File: config.mk
export PLATFORM = sky130hd
export DESIGN_NAME = sum_acc
export DESIGN_NICKNAME = d
export VERILOG_FILES = /design/src/rtl/sum_acc.sv
export SDC_FILE = /design/constraint.sdc
export NUM_CORES = 1
export LEC_CHECK = 0
export BUFFER_PORTS_ARGS = -buffer_cell sky130_fd_sc_hd__buf_4
export CAP_MARGIN = 5
export CORE_MARGIN = 2
export CORE_UTILIZATION = 35
export DETAILED_ROUTE_END_ITERATION = 8
export PLACE_DENSITY = 0.58
export RECOVER_POWER = 50
export SETUP_SLACK_MARGIN = 0.15
export SLEW_MARGIN = 20
export SYNTH_ARGS = -nofsm -noshare
export SYNTH_HDL_FRONTEND = slang
export SYNTH_SLANG_ARGS = --single-unit
File: constraint.sdc
create_clock -name clk -period 4.81 [get_ports clk]
set_input_delay 0.481 -clock clk [delete_from_list [all_inputs] [get_ports clk]]
set_output_delay 0.481 -clock clk [all_outputs]
set_load 0.03 [all_outputs]
File: src/rtl/sum_acc.sv
// Streaming accumulator: sums acc_len_i operands arriving on a valid/ready
// input channel and presents the total on a valid/ready output channel.
module sum_acc #(
  parameter int WIDTH = 64,
  parameter int CNT_W = 16
) (
  input  logic             clk,
  input  logic             rst_n,
  input  logic             acc_start_i,
  input  logic [CNT_W-1:0] acc_len_i,
  input  logic             in_valid_i,
  input  logic [WIDTH-1:0] in_data_i,
  output logic             in_ready_o,
  output logic             out_valid_o,
  output logic [WIDTH-1:0] out_data_o,
  input  logic             out_ready_i,
  output logic             busy_o
);

  typedef enum logic [1:0] {
    IDLE = 2'd0,
    ACC  = 2'd1,
    DONE = 2'd2
  } state_e;

  state_e           state_q, state_d;
  logic [WIDTH-1:0] sum_q,   sum_d;
  logic [CNT_W-1:0] cnt_q,   cnt_d;
  logic [CNT_W-1:0] len_q,   len_d;

  logic             in_fire;
  logic             out_fire;
  logic [CNT_W-1:0] cnt_inc;

  assign in_fire  = in_valid_i  && in_ready_o;
  assign out_fire = out_valid_o && out_ready_i;
  assign cnt_inc  = cnt_q + CNT_W'(1);

  // State register.
  // NOTE: sequential state uses non-blocking assignments so every register
  // samples the pre-edge values of the others, independent of statement order.
  always_ff @(posedge clk or negedge rst_n) begin
    if (!rst_n) begin
      state_q <= IDLE;
      sum_q   <= '0;
      cnt_q   <= '0;
      len_q   <= '0;
    end else begin
      state_q <= state_d;
      sum_q   <= sum_d;
      cnt_q   <= cnt_d;
      len_q   <= len_d;
    end
  end

  // Next-state and datapath update.
  // NOTE: every signal written here gets a default first, so no path through
  // the case statement can leave one unassigned and infer a latch.
  always_comb begin
    state_d = state_q;
    sum_d   = sum_q;
    cnt_d   = cnt_q;
    len_d   = len_q;

    unique case (state_q)
      IDLE: begin
        if (acc_start_i) begin
          sum_d = '0;
          cnt_d = '0;
          len_d = acc_len_i;
          // A zero-length job skips ACC and reports the cleared sum.
          state_d = (acc_len_i == '0) ? DONE : ACC;
        end
      end

      ACC: begin
        if (in_fire) begin
          sum_d = sum_q + in_data_i;
          cnt_d = cnt_inc;
          if (cnt_inc == len_q) begin
            state_d = DONE;
          end
        end
      end

      DONE: begin
        if (out_fire) begin
          state_d = IDLE;
        end
      end

      default: begin
        state_d = IDLE;
      end
    endcase
  end

  // Moore outputs decoded from the state register only.
  always_comb begin
    in_ready_o  = 1'b0;
    out_valid_o = 1'b0;
    busy_o      = 1'b0;

    unique case (state_q)
      IDLE: begin
        busy_o = 1'b0;
      end
      ACC: begin
        in_ready_o = 1'b1;
        busy_o     = 1'b1;
      end
      DONE: begin
        out_valid_o = 1'b1;
        busy_o      = 1'b1;
      end
      default: begin
        busy_o = 1'b1;
      end
    endcase
  end

  assign out_data_o = sum_q;

endmodule

==> summary.md, run 1 <==
| Metric | Value |
|---|---|
| Post-synth top area cell | dfrtp_1 |
| Clk_skew | 0.007764 ns |
| Avg WL per Cell | 16.48 µm |
| CP max FO | 5 |
| Detail Placement HPWL | 16.75 mm |
| Leading cell type in the layout, fill and taps excluded | nand2_1 |
| Die width | 154.3 µm |
| CTS tree | yes |
| DR vias/cell | 5.401 |
| Setup WS post-layout | 1.238 ns |
| Antenna-violating nets left | 0 |
| CTS sink count | 98 |
| Crit Path Category | reg -> reg |
| Worst Path Required | 5.04 ns |
| Clock-pin slew on the worst setup and hold paths | 0.08 ns |
| TNS Setup | 0 ns |
| Area grow syn2layout | 17.83% |
| N_diodes | 0 |
| Clk_lat worst skew | 0.35 ns |
| Yosys Warn Count | 0 |
| Fin. max-slew vios | 54 |
| Maximum VDD drop | 0.0003344 V |
| Outcome | finished with violations |
| Slew headroom | -111.1% |
| Cells after Synth | 952 |
| Overflow after GRT | 0 |
| Area of the multi-input gates | 5180 µm² |
| Failing checks | max-capacitance violations, max-slew violations |
| H-tree depth | 3 |
| Largest net degree at the start of global routing | 54 |
| Fmax | 280.0 MHz |
| Hold WC Path Type | in -> reg |
| Count of different cell masters after synthesis | 68 |
| Most frequent cells in the layout | 137 x nand2_1, 98 x dfrtp_1, 92 x o21ai_0, 91 x buf_4, 74 x a21oi_1 |
| Post-CTS setup buffers | 0 |
| Vias in the first global route | 7280 |
| DR iter-0 viols | 383 |
| Post-cts gate resize count | 0 |
| CP startpoint kind | register |
| Row count | 54 |
| Vias after detailed routing | 7345 |
| Drt pass-1 iters | 4 |
| Reg area | 2452 µm² |
| Mapped Area | 7908 µm² |
| RSZ-0062 raised after global routing | false |
| Cts bufs inserted | 9 |
| Synth Flop Type | dfrtp_1 |
| Async S/R FF share, synth | 100.0% |
| Root Driver | clkbuf_16 |
| Starting Density | 35.90% |
| Yosys reg bits | 98 |
| Layout cells sized above 1 | 14.07% |
| Fill count | 2305 |
| Max Root-Sink Buffers | 2 |
| Initial antenna violation count | 0 |
| Share of the synthesized area in the top cell type | 31.01% |
| Post-layout min period | 3.572 ns |
| Post-Syn Nets | 1102 |
| Pleak | 4.121 nW |
| Routability cong. | 0.8648 |
| Final WL | 22.41 mm |
| Register area share after synthesis | 31.01% |
| Top post-synthesis cells by area | dfrtp_1 31%, ha_1 10%, nand2_1 6.6% |
| First-pass GRT wire length | 36.55 mm |
| Tot GR Track Use | 18.73% |
| Max-Cap Viols | 1 |
| PwrDens | 738.4 nW/µm² |
| Syn_area_per_cell | 8.306 µm² |
| Setup violators final | 0 |
| Die height | 154.3 µm |
| Slew of the pin with the lowest slew margin | 3.167 ns |
| Io pins | 152 |
| Fin crit share | 74.26% |
| Final hold violation count | 0 |
| Fin nets | 1225 |
| EDFF count, synth | 0 |
| CORE AREA | 22030 µm² |
| Die footprint | 23810 µm² |
| CP Capture Type | register |
| Worst path arrival time | 3.80 ns |
| Dpl ws | 1.119 ns |
| Buffers on Ports | 151 |
| Residual DRC | 0 |
| # hold bufs at CTS | 0 |
[critical path, stage by stage, from the launching register on]
cell      delay [ns]
dfrtp_1         0.39
ha_1            0.23
inv_1           0.07
fa_1            0.39
and2b_1         0.23
nor3_1          0.05
o21a_1          0.25
o31ai_4         0.30
a31oi_2         0.22
o221ai_2        0.32
a31oi_2         0.23
o31ai_4         0.37
a41oi_2         0.17
xnor2_1         0.16
o21ai_1         0.07
[stage by stage]
stage	std cells	cell area, µm²	hold WS [ns]	util [%]	total power, mW
after detailed placement	1344	9266	0.4882	42.07	6.358
after CTS	1360	9562	0.2105	43.41	7.149
after global routing	1360	9318	0.3463	42.30	7.495
final	1360	9318	0.3620	42.30	6.880
after global placement	1344	9266	0.4848	42.07	6.327
after floorplan	952	7908	0.1854	-	5.009
[cells in the mapped netlist (17+ instances only)]
master    number
clkbuf_1      38
a21oi_1       74
xnor2_1       47
nand3_1       24
a21o_1        35
o21ai_1       39
xor2_1        30
ha_1          64
o21ai_0       92
dfrtp_1       98
mux2_2        17
inv_1         30
nand2_1      138
nor2_1        41
[final cells by class]
class / instances / share of cell area, %
Timing Repair Buffer: 156 / 9.950
Inverter: 30 / 1.209
Sequential cell: 98 / 26.32
Multi-Input combinational cell: 780 / 55.59
Clock inverter: 7 / 0.7520
Clock buffer: 9 / 2.417
Tap cell: 280 / 3.760
[cells by family after synthesis]
kind of cell | Yosys count | synth area share, %
muxes | 19 | 2.674
buffers and inverters | 74 | 3.608
DFF | 98 | 31.01
xor gates and xnor gates | 77 | 8.528
and+or+nand+nor | 286 | 16.79
AOI/OAI and AO/OA | 333 | 27.01
adders and majority gates | 65 | 10.38
[flip-flops by register name, summed over array words and instances (netlist names)]
register    count
cnt_q          16
len_q          16
out_data_o     64
state_q         2
[worst paths after layout]
check | startpoint | end | slack, ns | cells after the start
min | acc_len_i[13] | len_q[13] | 0.36 | 2
max reg2reg | out_data_o[0] | out_data_o[60] | 1.24 | 14
max | out_data_o[0] | out_data_o[60] | 1.24 | 14
min in group asynchronous | rst_n | out_data_o[10] | 1.17 | 1
max in group asynchronous | rst_n | out_data_o[58] | 1.72 | 2
min reg2reg | out_data_o[63] | out_data_o[63] | 0.49 | 1
[routing by layer]
metal | vias to the layer above | track usage (%) | share of wire (%)
met5 | - | 0 | 0
met4 | 0 | 4.497 | 1.5
met3 | 26 | 2.998 | 4.0
met2 | 169 | 30.92 | 46
met1 | 3473 | 25.80 | 48
li1 | 3677 | - | -
[power by group]
group	internal [mW]	total [mW]	switching, mW
combinational	1.68	4.58	2.90
sequential	1.21	1.55	0.342
clock	0.367	0.752	0.384
total	3.25	6.88	3.63
Power figures use the tool's default switching activity.
==> inputs of run 2 (changes only) <==
Clock period 4.81 ns to 3.65 ns, I/O delays scaled along.
==> run 2 against run 1 <==
The run still ends with max-capacitance violations, max-slew violations left. Cell area rose by 2.6%. Global-route usage rose by 0.41 points. Count of clock-buffer cells in the layout did not move. Die area did not move. Fmax rose by 6.7%. Power rose by 36%. Via count rose by 0.78%. Critical path type unchanged. Largest power group unchanged.
==> summary.md, run 2 (synthesized netlist as in run 1, its figures left out) <==
| Metric | Value |
|---|---|
| Max-Cap Viols | 1 (unchanged) |
| Largest stage delay on the critical path | 0.40 ns (about the same) |
| Flop pwr share | 21.8% (-0.7 points) |
| Hold Crit Start | acc_len_i[14] |
| CP Cell Sequence | ha_2, inv_1, fa_1, and2b_1, nor3_1, o21a_1, o31ai_4, a31oi_2, o221ai_2, a31oi_4, o31ai_4, buf_4, a21oi_1, xnor2_1, o21ai_1 |
| Vias in the first global route | 7417 (+1.9%) |
| Avg WL per Cell | 16.47 µm (about the same) |
| CP max FO | 4 (-1) |
| Hold WC Path Type | in -> reg |
| Overflow after GRT | 0 (unchanged) |
| CP startpoint kind | register |
| Residual DRC | 0 (unchanged) |
| Row count | 54 (unchanged) |
| Layout cells sized above 1 | 18.02% (+3.9 points) |
| TNS Setup | 0 ns (unchanged) |
| Routability cong. | 0.8526 (-1.4%) |
| CP most frequent cell | o31ai_4 |
| Worst Path Required | 3.89 ns (-1.15 ns) |
| H-tree depth | 3 (unchanged) |
| Io pins | 152 (unchanged) |
| CORE AREA | 22030 µm² (unchanged) |
| Logic gate share of total power | 67.5% (+0.9 points) |
| Int Power | 4.537 mW (+39%) |
| CP max-delay cell | fa_1 |
| CTS tree | yes |
| Worst path arrival time | 3.59 ns (-0.21 ns) |
| Failing checks | max-capacitance violations, max-slew violations |
| Crit Path Category | reg -> reg |
| CTS sink count | 98 (unchanged) |
| Most frequent cells in the layout | 137 x nand2_1, 132 x buf_4, 98 x dfrtp_1, 92 x o21ai_0, 73 x a21oi_1 |
| PwrDens | 979.4 nW/µm² (+33%) |
| Fmax | 298.6 MHz (+6.7%) |
| N_diodes | 0 (unchanged) |
| Worst r2r src | out_data_o[0] |
| Post-layout min period | 3.349 ns (-0.2232 ns) |
| DR vias/cell | 5.391 (-0.18%) |
| Largest net degree at the start of global routing | 58 (+7.4%) |
| Detail Placement HPWL | 17.29 mm (+3.3%) |
| Die footprint | 23810 µm² (unchanged) |
| First-pass GRT wire length | 37.33 mm (+2.1%) |
| DR iter-0 viols | 372 (-2.9%) |
| Clk_lat worst skew | 0.36 ns (about the same) |
| Antenna-violating nets left | 0 (unchanged) |
| Leading cell type in the layout, fill and taps excluded | nand2_1 |
| Post-DP Area | 9339 µm² (+0.78%) |
| Final hold violation count | 0 (unchanged) |
| Switching share of total power | 51.56% (-1.1 points) |
| Starting Density | 35.90% (unchanged) |
| Vias after detailed routing | 7402 (+0.78%) |
| Setup violators final | 0 (unchanged) |
| Final WL | 22.61 mm (+0.90%) |
| Die height | 154.3 µm (unchanged) |
| Fin. max-slew vios | 58 (+7.4%) |
| Cts bufs inserted | 9 (unchanged) |
| Fin nets | 1238 (+1.1%) |
| RSZ-0062 raised after global routing | true |
| Slew headroom | -1.929% (+110 points) |
| Tot GR Track Use | 19.15% (+0.41 points) |
| NetSw | 4.830 mW (+33%) |
| Outcome | finished with violations |
| Largest register FFs | 64 (unchanged) |
| CP Capture Type | register |
| Max Root-Sink Buffers | 2 (unchanged) |
| Fill count | 2287 (-0.78%) |
| Fin crit share | 91.75% (+17 points) |
| Root Driver | clkbuf_16 |
| Clock-pin slew on the worst setup and hold paths | 0.08 ns (about the same) |
| Power consumption | 9.368 mW (+36%) |
| Buffers on Ports | 151 (unchanged) |
| Slew of the pin with the lowest slew margin | 1.529 ns (-1.638 ns) |
| Pleak | 4.311 nW (+4.6%) |
| Area grow syn2layout | 20.95% |
| Die width | 154.3 µm (unchanged) |
| CP startpoint | out_data_o[0] |
| Clk network pwr share | 10.7% (-0.2 points) |
| Initial antenna violation count | 0 (unchanged) |
| Drt pass-1 iters | 5 (+1) |
| Maximum VDD drop | 0.0004138 V (+24%) |
| Fin area | 9564 µm² (+2.6%) |
| Clk_skew | 0.01088 ns (+0.003112 ns) |
==> run 2: critical path, delay by kind of cell, from the launching register on <==
kind | cells | cell delay, ns
AO/OA/AOI/OAI | 8 | 1.55
XOR/XNOR | 1 | 0.15
adder cells (fa/ha/maj) | 2 | 0.62
buffers and inverters | 2 | 0.24
flip-flops | 1 | 0.39
AND/OR/NAND/NOR | 2 | 0.26
==> run 2: power groups by stage <==
stage                     combinational [mW]  clock (mW)  sequential (mW)
after global routing                    7.01        1.08             2.11
after floorplan                         3.97           0             2.63
after detailed placement                6.40           0             2.07
after CTS                               6.44        1.04             2.05
after global placement                  6.38           0             2.06
final                                   6.32        1.00             2.04
==> run 2: final timing paths <==
kind,to,depth (start not counted),slack (ns)
max,out_data_o[56],15,0.30
min,len_q[14],2,0.24
max reg2reg,out_data_o[56],15,0.30
min reg2reg,out_data_o[63],1,0.50
max in group asynchronous,out_data_o[45],2,1.36
min in group asynchronous,out_data_o[11],1,0.34
==> run 2: layout make-up <==
cell class	instances	area [µm²]	share of cell area, %
sequential	98	2452	25.64
timing repair buffer	169	1147	12.00
clock buffer	9	225.2	2.355
tap	280	350.3	3.663
inverter	30	112.6	1.177
multi-input combinational	780	5195	54.32
clock inverter	7	81.33	0.8503
==> run 2: per-layer routing <==
| metal | GRT usage (%) | wire [µm] | up-vias |
|---|---|---|---|
| li1 | - | - | 3711 |
| met1 | 26.47 | 11080 | 3523 |
| met2 | 31.77 | 10430 | 144 |
| met3 | 2.746 | 785 | 24 |
| met4 | 4.497 | 311 | 0 |
| met5 | 0 | 0 | - |
==> run 2: stage by stage <==
step	setup WS [ns]	utilization [%]	hold WS, ns	instances
after floorplan	0.3242	-	0.06941	952
after global placement	0.2325	42.40	0.4875	1352
after detailed placement	0.2119	42.40	0.4896	1352
after CTS	0.1670	43.79	0.09855	1368
after global routing	0.1229	43.42	0.2339	1373
final	0.3012	43.42	0.2419	1373
==> run 2: timing repair <==
item | 4_1_cts | 5_1_grt
buffers inserted | 0 | 5
hold buffers | 0 | 0
resized for setup | 0 | 3
setup endpoints to repair | 0 | 11
